## src/rtl/tlul_host_arbiter.sv

```systemverilog
// tlul_host_arbiter: N-host to 1-device TL-UL arbiter.
// Round-robin A-channel grant, locked while a granted beat is stalled.
// The host index is tagged into the top IDW bits of a_source, and D responses
// are steered back by those same bits. Each host has an outstanding-request limit.
// Optional build macro TLUL_ARB_PERF_EN adds per-host saturating grant
// counters (perf_grant_o) and their synchronous clear (perf_clr_i).

package tlul_pkg;
  localparam int TL_AW  = 32;
  localparam int TL_DW  = 32;
  localparam int TL_DBW = TL_DW / 8;
  localparam int TL_AIW = 8;
  localparam int TL_SZW = 2;

  localparam logic [2:0] PutFullData   = 3'h0;
  localparam logic [2:0] Get           = 3'h4;
  localparam logic [2:0] AccessAck     = 3'h0;
  localparam logic [2:0] AccessAckData = 3'h1;

  typedef struct packed {
    logic              a_valid;
    logic [2:0]        a_opcode;
    logic [2:0]        a_param;
    logic [TL_SZW-1:0] a_size;
    logic [TL_AIW-1:0] a_source;
    logic [TL_AW-1:0]  a_address;
    logic [TL_DBW-1:0] a_mask;
    logic [TL_DW-1:0]  a_data;
    logic              d_ready;
  } tl_h2d_t;

  typedef struct packed {
    logic              d_valid;
    logic [2:0]        d_opcode;
    logic [2:0]        d_param;
    logic [TL_SZW-1:0] d_size;
    logic [TL_AIW-1:0] d_source;
    logic              d_sink;
    logic [TL_DW-1:0]  d_data;
    logic              d_error;
    logic              a_ready;
  } tl_d2h_t;
endpackage

// Per-host outstanding counter; full gates new grants for that host.
module tlul_arb_host_cnt #(
  parameter int MAX_OUTS = 2,
  parameter int CW       = 2
) (
  input  logic clk_i,
  input  logic rst_i,
  input  logic a_acc,
  input  logic d_acc,
  output logic full
);
  logic [CW-1:0] cnt;

  // Count A accepts up, D accepts down; simultaneous events cancel; no underflow.
  always_ff @(posedge clk_i or posedge rst_i) begin
    if (rst_i)                              cnt <= '0;
    else if (a_acc && !d_acc)               cnt <= cnt + CW'(1);
    else if (d_acc && !a_acc && cnt != '0)  cnt <= cnt - CW'(1);
  end

  assign full = (cnt == CW'(MAX_OUTS));
endmodule

module tlul_host_arbiter
  import tlul_pkg::*;
#(
  parameter int NUM_HOSTS = 4,
  parameter int MAX_OUTS  = 2
) (
  input  logic                 clk_i,
  input  logic                 rst_i,
  input  tl_h2d_t              tl_h_i [NUM_HOSTS],
  output tl_d2h_t              tl_h_o [NUM_HOSTS],
  output tl_h2d_t              tl_d_o,
  input  tl_d2h_t              tl_d_i,
  output logic [NUM_HOSTS-1:0] outs_full_o
`ifdef TLUL_ARB_PERF_EN
  , input  logic                       perf_clr_i
  , output logic [NUM_HOSTS-1:0][15:0] perf_grant_o
`endif
);
  localparam int IDW = $clog2(NUM_HOSTS);
  localparam int CW  = $clog2(MAX_OUTS + 1);

  logic [IDW-1:0]       rr_ptr, lock_idx, rr_idx, grant, d_idx;
  logic                 lock_q, rr_found, gnt_vld, a_vld, d_rdy_sel, dev_d_ready;
  logic [NUM_HOSTS-1:0] elig, full, a_acc, d_acc;
  tl_h2d_t              a_sel;

  // Per-host outstanding limit tracking.
  for (genvar g = 0; g < NUM_HOSTS; g++) begin : g_host
    assign elig[g] = tl_h_i[g].a_valid & ~full[g];
    assign a_acc[g] = a_vld & tl_d_i.a_ready & (grant == IDW'(g));
    assign d_acc[g] = tl_h_o[g].d_valid & tl_h_i[g].d_ready;
    tlul_arb_host_cnt #(.MAX_OUTS(MAX_OUTS), .CW(CW)) u_cnt (
      .clk_i (clk_i),
      .rst_i (rst_i),
      .a_acc (a_acc[g]),
      .d_acc (d_acc[g]),
      .full  (full[g])
    );
  end

  assign outs_full_o = rst_i ? '0 : full;

  // Round-robin search: first eligible host after rr_ptr, wrapping.
  always_comb begin
    rr_found = 1'b0;
    rr_idx   = '0;
    for (int k = 1; k <= NUM_HOSTS; k++) begin
      for (int i = 0; i < NUM_HOSTS; i++) begin
        if (!rr_found && elig[i] && ((int'(rr_ptr) + k) % NUM_HOSTS) == i) begin
          rr_found = 1'b1;
          rr_idx   = IDW'(i);
        end
      end
    end
  end

  // A stalled beat pins the grant until it is accepted.
  assign grant   = lock_q ? lock_idx : rr_idx;
  assign gnt_vld = lock_q | rr_found;

  // Select the granted host's request.
  always_comb begin
    a_sel = '0;
    for (int i = 0; i < NUM_HOSTS; i++)
      if (grant == IDW'(i)) a_sel = tl_h_i[i];
  end

  assign a_vld = gnt_vld & a_sel.a_valid & ~rst_i;

  // Device request: granted A fields with host ID in the top source bits.
  always_comb begin
    tl_d_o          = a_sel;
    tl_d_o.a_valid  = a_vld;
    tl_d_o.a_source = {grant, a_sel.a_source[TL_AIW-IDW-1:0]};
    tl_d_o.d_ready  = dev_d_ready;
  end

  // D route: source ID picks the host; IDs with no host are sunk (ready = 1).
  assign d_idx = tl_d_i.d_source[TL_AIW-1 -: IDW];

  always_comb begin
    d_rdy_sel = 1'b1;
    for (int i = 0; i < NUM_HOSTS; i++)
      if (d_idx == IDW'(i)) d_rdy_sel = tl_h_i[i].d_ready;
  end

  assign dev_d_ready = d_rdy_sel & ~rst_i;

  // Host responses: D fields to the addressed host, a_ready to the granted host.
  always_comb begin
    for (int i = 0; i < NUM_HOSTS; i++) begin
      tl_h_o[i]                              = tl_d_i;
      tl_h_o[i].d_source[TL_AIW-1 -: IDW]    = '0;
      tl_h_o[i].d_valid = tl_d_i.d_valid & (d_idx == IDW'(i)) & ~rst_i;
      tl_h_o[i].a_ready = tl_d_i.a_ready & gnt_vld & (grant == IDW'(i)) & ~rst_i;
    end
  end

  // Lock on a stalled beat; advance the round-robin pointer on accept.
  always_ff @(posedge clk_i or posedge rst_i) begin
    if (rst_i) begin
      rr_ptr   <= IDW'(NUM_HOSTS - 1);
      lock_q   <= 1'b0;
      lock_idx <= '0;
    end else if (a_vld && tl_d_i.a_ready) begin
      lock_q   <= 1'b0;
      rr_ptr   <= grant;
    end else if (a_vld) begin
      lock_q   <= 1'b1;
      lock_idx <= grant;
    end
  end

`ifdef TLUL_ARB_PERF_EN
  for (genvar g = 0; g < NUM_HOSTS; g++) begin : g_perf
    // Saturating per-host grant counter; clear wins over increment.
    always_ff @(posedge clk_i or posedge rst_i) begin
      if (rst_i)                                      perf_grant_o[g] <= '0;
      else if (perf_clr_i)                            perf_grant_o[g] <= '0;
      else if (a_acc[g] && perf_grant_o[g] != 16'hFFFF) perf_grant_o[g] <= perf_grant_o[g] + 16'd1;
    end
  end
`endif
endmodule

```

## config.mk

```make
export PLATFORM = sky130hd
export DESIGN_NAME = tlul_host_arbiter
export DESIGN_NICKNAME = d
export VERILOG_FILES = /design/src/rtl/tlul_host_arbiter.sv
export SDC_FILE = /design/constraint.sdc
export NUM_CORES = 1
export LEC_CHECK = 0
export ABC_AREA = 1
export BUFFER_PORTS_ARGS = -buffer_cell sky130_fd_sc_hd__buf_2
export CORE_AREA = 2 2 272 274
export CTS_CLUSTER_SIZE = 12
export DETAILED_ROUTE_END_ITERATION = 8
export DIE_AREA = 0 0 274 276
export PLACE_DENSITY = 0.32
export RECOVER_POWER = 100
export SKIP_CTS_REPAIR_TIMING = 1
export SLEW_MARGIN = 20
export SYNTH_ARGS = -nofsm -noshare
export SYNTH_HDL_FRONTEND = slang
export SYNTH_SLANG_ARGS = --single-unit
```

## constraint.sdc

```tcl
create_clock -name clk_i -period 4.06 [get_ports clk_i]
set_input_delay 1.218 -clock clk_i [delete_from_list [all_inputs] [get_ports clk_i]]
set_output_delay 1.218 -clock clk_i [all_outputs]
set_load 0.05 [all_outputs]
```

==> results.py <==
metrics = {
    "run_status": {
        "status": "finished, violations left",
        "violations": "setup timing",
    },
    "min_path": {
        "hold_class": "reg2reg",
        "hold_start": "lock_idx[1]",
    },
    "timing": {
        "tightestPinTransition_ns": 0.860,
        "min_period_over_period": 1.23,
        "fin_ws_ns": -0.914,
        "hold_violations": 0,
        "max_slew_margin": 0.427,
        "fin_worst_skew_ns": 0.00188,
        "final.min_clock_period_ns": 4.97,
        "clock.fmax_mhz": 201,
        "maxSlewViolCount": 0,
        "fin_setup_tns_ns": -68.39,
        "rsz0062_at_grt": "true",
        "final-setup-viol-count": 89,
    },
    "grt": {
        "grt_overflow": 0,
        "antenna_found_initial": 1,
        "grt_pass1_wl_um": 39000,
        "grt_max_degree": 47,
        "grt_use_total": 0.0680,
        "grt_pass1_vias": 6537,
    },
    "drt": {
        "dr_total_vias": 6987,
        "wl_um": 37800,
        "drtIter0Drc": 333,
        "ant_nets": 0,
        "drt_first_pass_iters": 5,
        "wire_per_inst_um": 17.3,
        "drc": 0,
        "via_per_inst": 3.21,
    },
    "placed_design": {
        "port_buffers": 439,
        "gp_congestion": 0.812,
        "dpl.hpwl_um": 25000,
    },
    "worst_setup_path": {
        "crit_required_ns": 2.84,
        "rr_worst_depth": 23,
        "startpoint": "tl_h_i[171]",
        "critPathCapture": "tl_d_o[6]",
        "critPathCaptureType": "primary output",
        "r2r_end": "g_host[3].u_cnt.cnt[0]",
        "crit_path_start_kind": "input port",
        "r2r_slack_ns": 0.67,
        "worstSetupPathType": "in2out",
        "crit_arrival_ns": 3.76,
        "rr_startpoint": "rr_ptr[0]",
        "cp_max_fo": 6,
    },
    "logic_synthesis": {
        "netlist_top_cells_area": "buf_4, nand2_1, nand4_1",
        "ys_seq_elements": 13,
        "yosysTopAreaCell": "buf_4",
        "syn-mean-instance-area_um2": 5.63,
        "yosysUniqueCellTypes": 34,
        "synth_warnings": 0,
        "syn_area_um2": 4880,
        "netlist_instances": 867,
        "synth.top_cell.area_share": 0.324,
        "yosysSeqAreaShare": 0.0671,
    },
    "clock_tree": {
        "cts.htree.levels": 1,
        "cts.sinks": 13,
        "clock_latency_ns": 0.24,
        "clk_pin_slew_worst_paths_ns": 0.05,
        "clockRootBuffer": "clkbuf_16",
        "cts.path.max_buffers": 2,
        "cts_buffers": 3,
        "cts_tree": "built",
    },
    "cells_and_area": {
        "final_nets": 1617,
        "num_antenna_cells": 0,
        "synthToLayoutAreaGrowth_pct": 97.3,
        "drive_gt1_frac": 0.571,
        "fillers": 8436,
        "utilization": 0.133,
    },
    "die": {
        "core_area_um2": 72600,
        "io_pins": 696,
        "die_h_um": 276,
        "rows": 99,
        "start_util": 0.0673,
        "dieArea_um2": 75600,
        "die_w_um": 274,
    },
    "flow_run": {
        "drv_cap": 0,
    },
}
==> metal layers <==
| layer | GRT usage | part of all wire |
|---|---|---|
| met4 | 0.0368 | 0.057 |
| met3 | 0.0295 | 0.11 |
| met2 | 0.126 | 0.49 |
| met1 | 0.0607 | 0.34 |
| met5 | 0.00899 | 0.0031 |
==> sequential cells by signal, indices dropped and copies added (netlist names) <==
| signal | count |
|---|---|
| g_host.u_cnt.cnt | 8 |
| lock_idx | 2 |
| rr_ptr | 2 |
| lock_q | 1 |
==> final cells by class <==
cell class | count | area [µm²] | share of cell area
repair buffers | 578 | 4750 | 0.493
multi-input cells | 582 | 3100 | 0.322
well taps | 959 | 1200 | 0.125
flip-flops and latches | 13 | 328 | 0.0340
inverters | 41 | 171 | 0.0178
clock buffers | 4 | 78.8 | 0.00819
==> metrics by stage <==
step | hold WS (ns) | instance area (µm²) | setup WS [ns] | std cells
5_1_grt | 0.511 | 9630 | -1.03 | 2177
3_5_place_dp | 0.489 | 7590 | -0.964 | 2113
6_report | 0.505 | 9630 | -0.914 | 2177
2_1_floorplan | 0.454 | 4910 | -0.684 | 874
4_1_cts | 0.500 | 7670 | -0.975 | 2117
3_3_place_gp | 0.482 | 7590 | -0.998 | 2113
==> kinds of logic (layout without fill, tap and decap cells) <==
| group | count (synthesis) | in the layout | share of synthesized area |
|---|---|---|---|
| AOI/OAI and AO/OA | 17 | 17 | 0.0238 |
| DFF | 13 | 13 | 0.0671 |
| other | 1 | 8 | 0.000768 |
| buffers and inverters | 279 | 623 | 0.384 |
| and+or+nand+nor | 557 | 557 | 0.524 |
==> cell usage after synthesis <==
| cell | n |
|---|---|
| a21oi_1 | 3 |
| a21oi_2 | 2 |
| a31oi_1 | 1 |
| buf_2 | 27 |
| buf_4 | 211 |
| clkinv_1 | 1 |
| conb_1 | 1 |
| dfrtp_1 | 11 |
| dfstp_2 | 2 |
| inv_1 | 26 |
| inv_2 | 13 |
| inv_4 | 1 |
| nand2_1 | 379 |
| nand2_2 | 4 |
| nand2_4 | 3 |
| nand3_1 | 26 |
| nand3_2 | 4 |
| nand4_1 | 86 |
| nand4_4 | 4 |
| nor2_1 | 30 |
| nor2_2 | 5 |
| nor2_4 | 6 |
| nor2_8 | 1 |
| nor3_1 | 3 |
| nor4_1 | 1 |
| o2111ai_1 | 1 |
| o2111ai_2 | 1 |
| o211ai_1 | 1 |
| o21ai_0 | 4 |
| o21ai_1 | 1 |
| o21bai_1 | 1 |
| o22ai_1 | 1 |
| o31ai_1 | 1 |
| or2_2 | 5 |
==> worst min path at each step <==
stage,depth (start not counted),slack (ns),end
3_5_place_dp,2,0.49,lock_idx[1]
3_3_place_gp,2,0.48,lock_idx[0]
5_1_grt,2,0.51,lock_idx[1]
6_report,2,0.51,lock_idx[1]
4_1_cts,2,0.50,lock_idx[1]
2_1_floorplan,2,0.45,lock_idx[1]
==> cell usage in the layout, fill, tap and decap left out, drive strengths merged <==
cell type,count
clkinv,2
conb,8
nand2,386
nor3,3
buf,547
dfstp,2
or2,5
o2111ai,2
nor2,42
o21bai,1
o31ai,1
o22ai,1
o21ai,5
clkbuf,35
o211ai,1
nand3,30
a21oi,5
dfrtp,11
a31oi,1
nor4,1
nand4,90
inv,39
==> critical path, stage by stage <==
cell	delay, ns
buf_8	0.11
nand3_4	0.09
nand2_4	0.06
nor2_4	0.12
nand3_2	0.11
nor2_4	0.17
nand3_4	0.10
nor2_4	0.14
nand4_1	0.19
nor2_4	0.20
nor2_4	0.06
nor2_8	0.18
nor2_4	0.07
buf_6	0.14
buf_12	0.13
clkbuf_16	0.18
nand2_4	0.07
nand4_1	0.16
buf_12	0.22
Power is not shown: default switching activity piles up to over one toggle a cycle in this logic, so the estimate is an artifact.
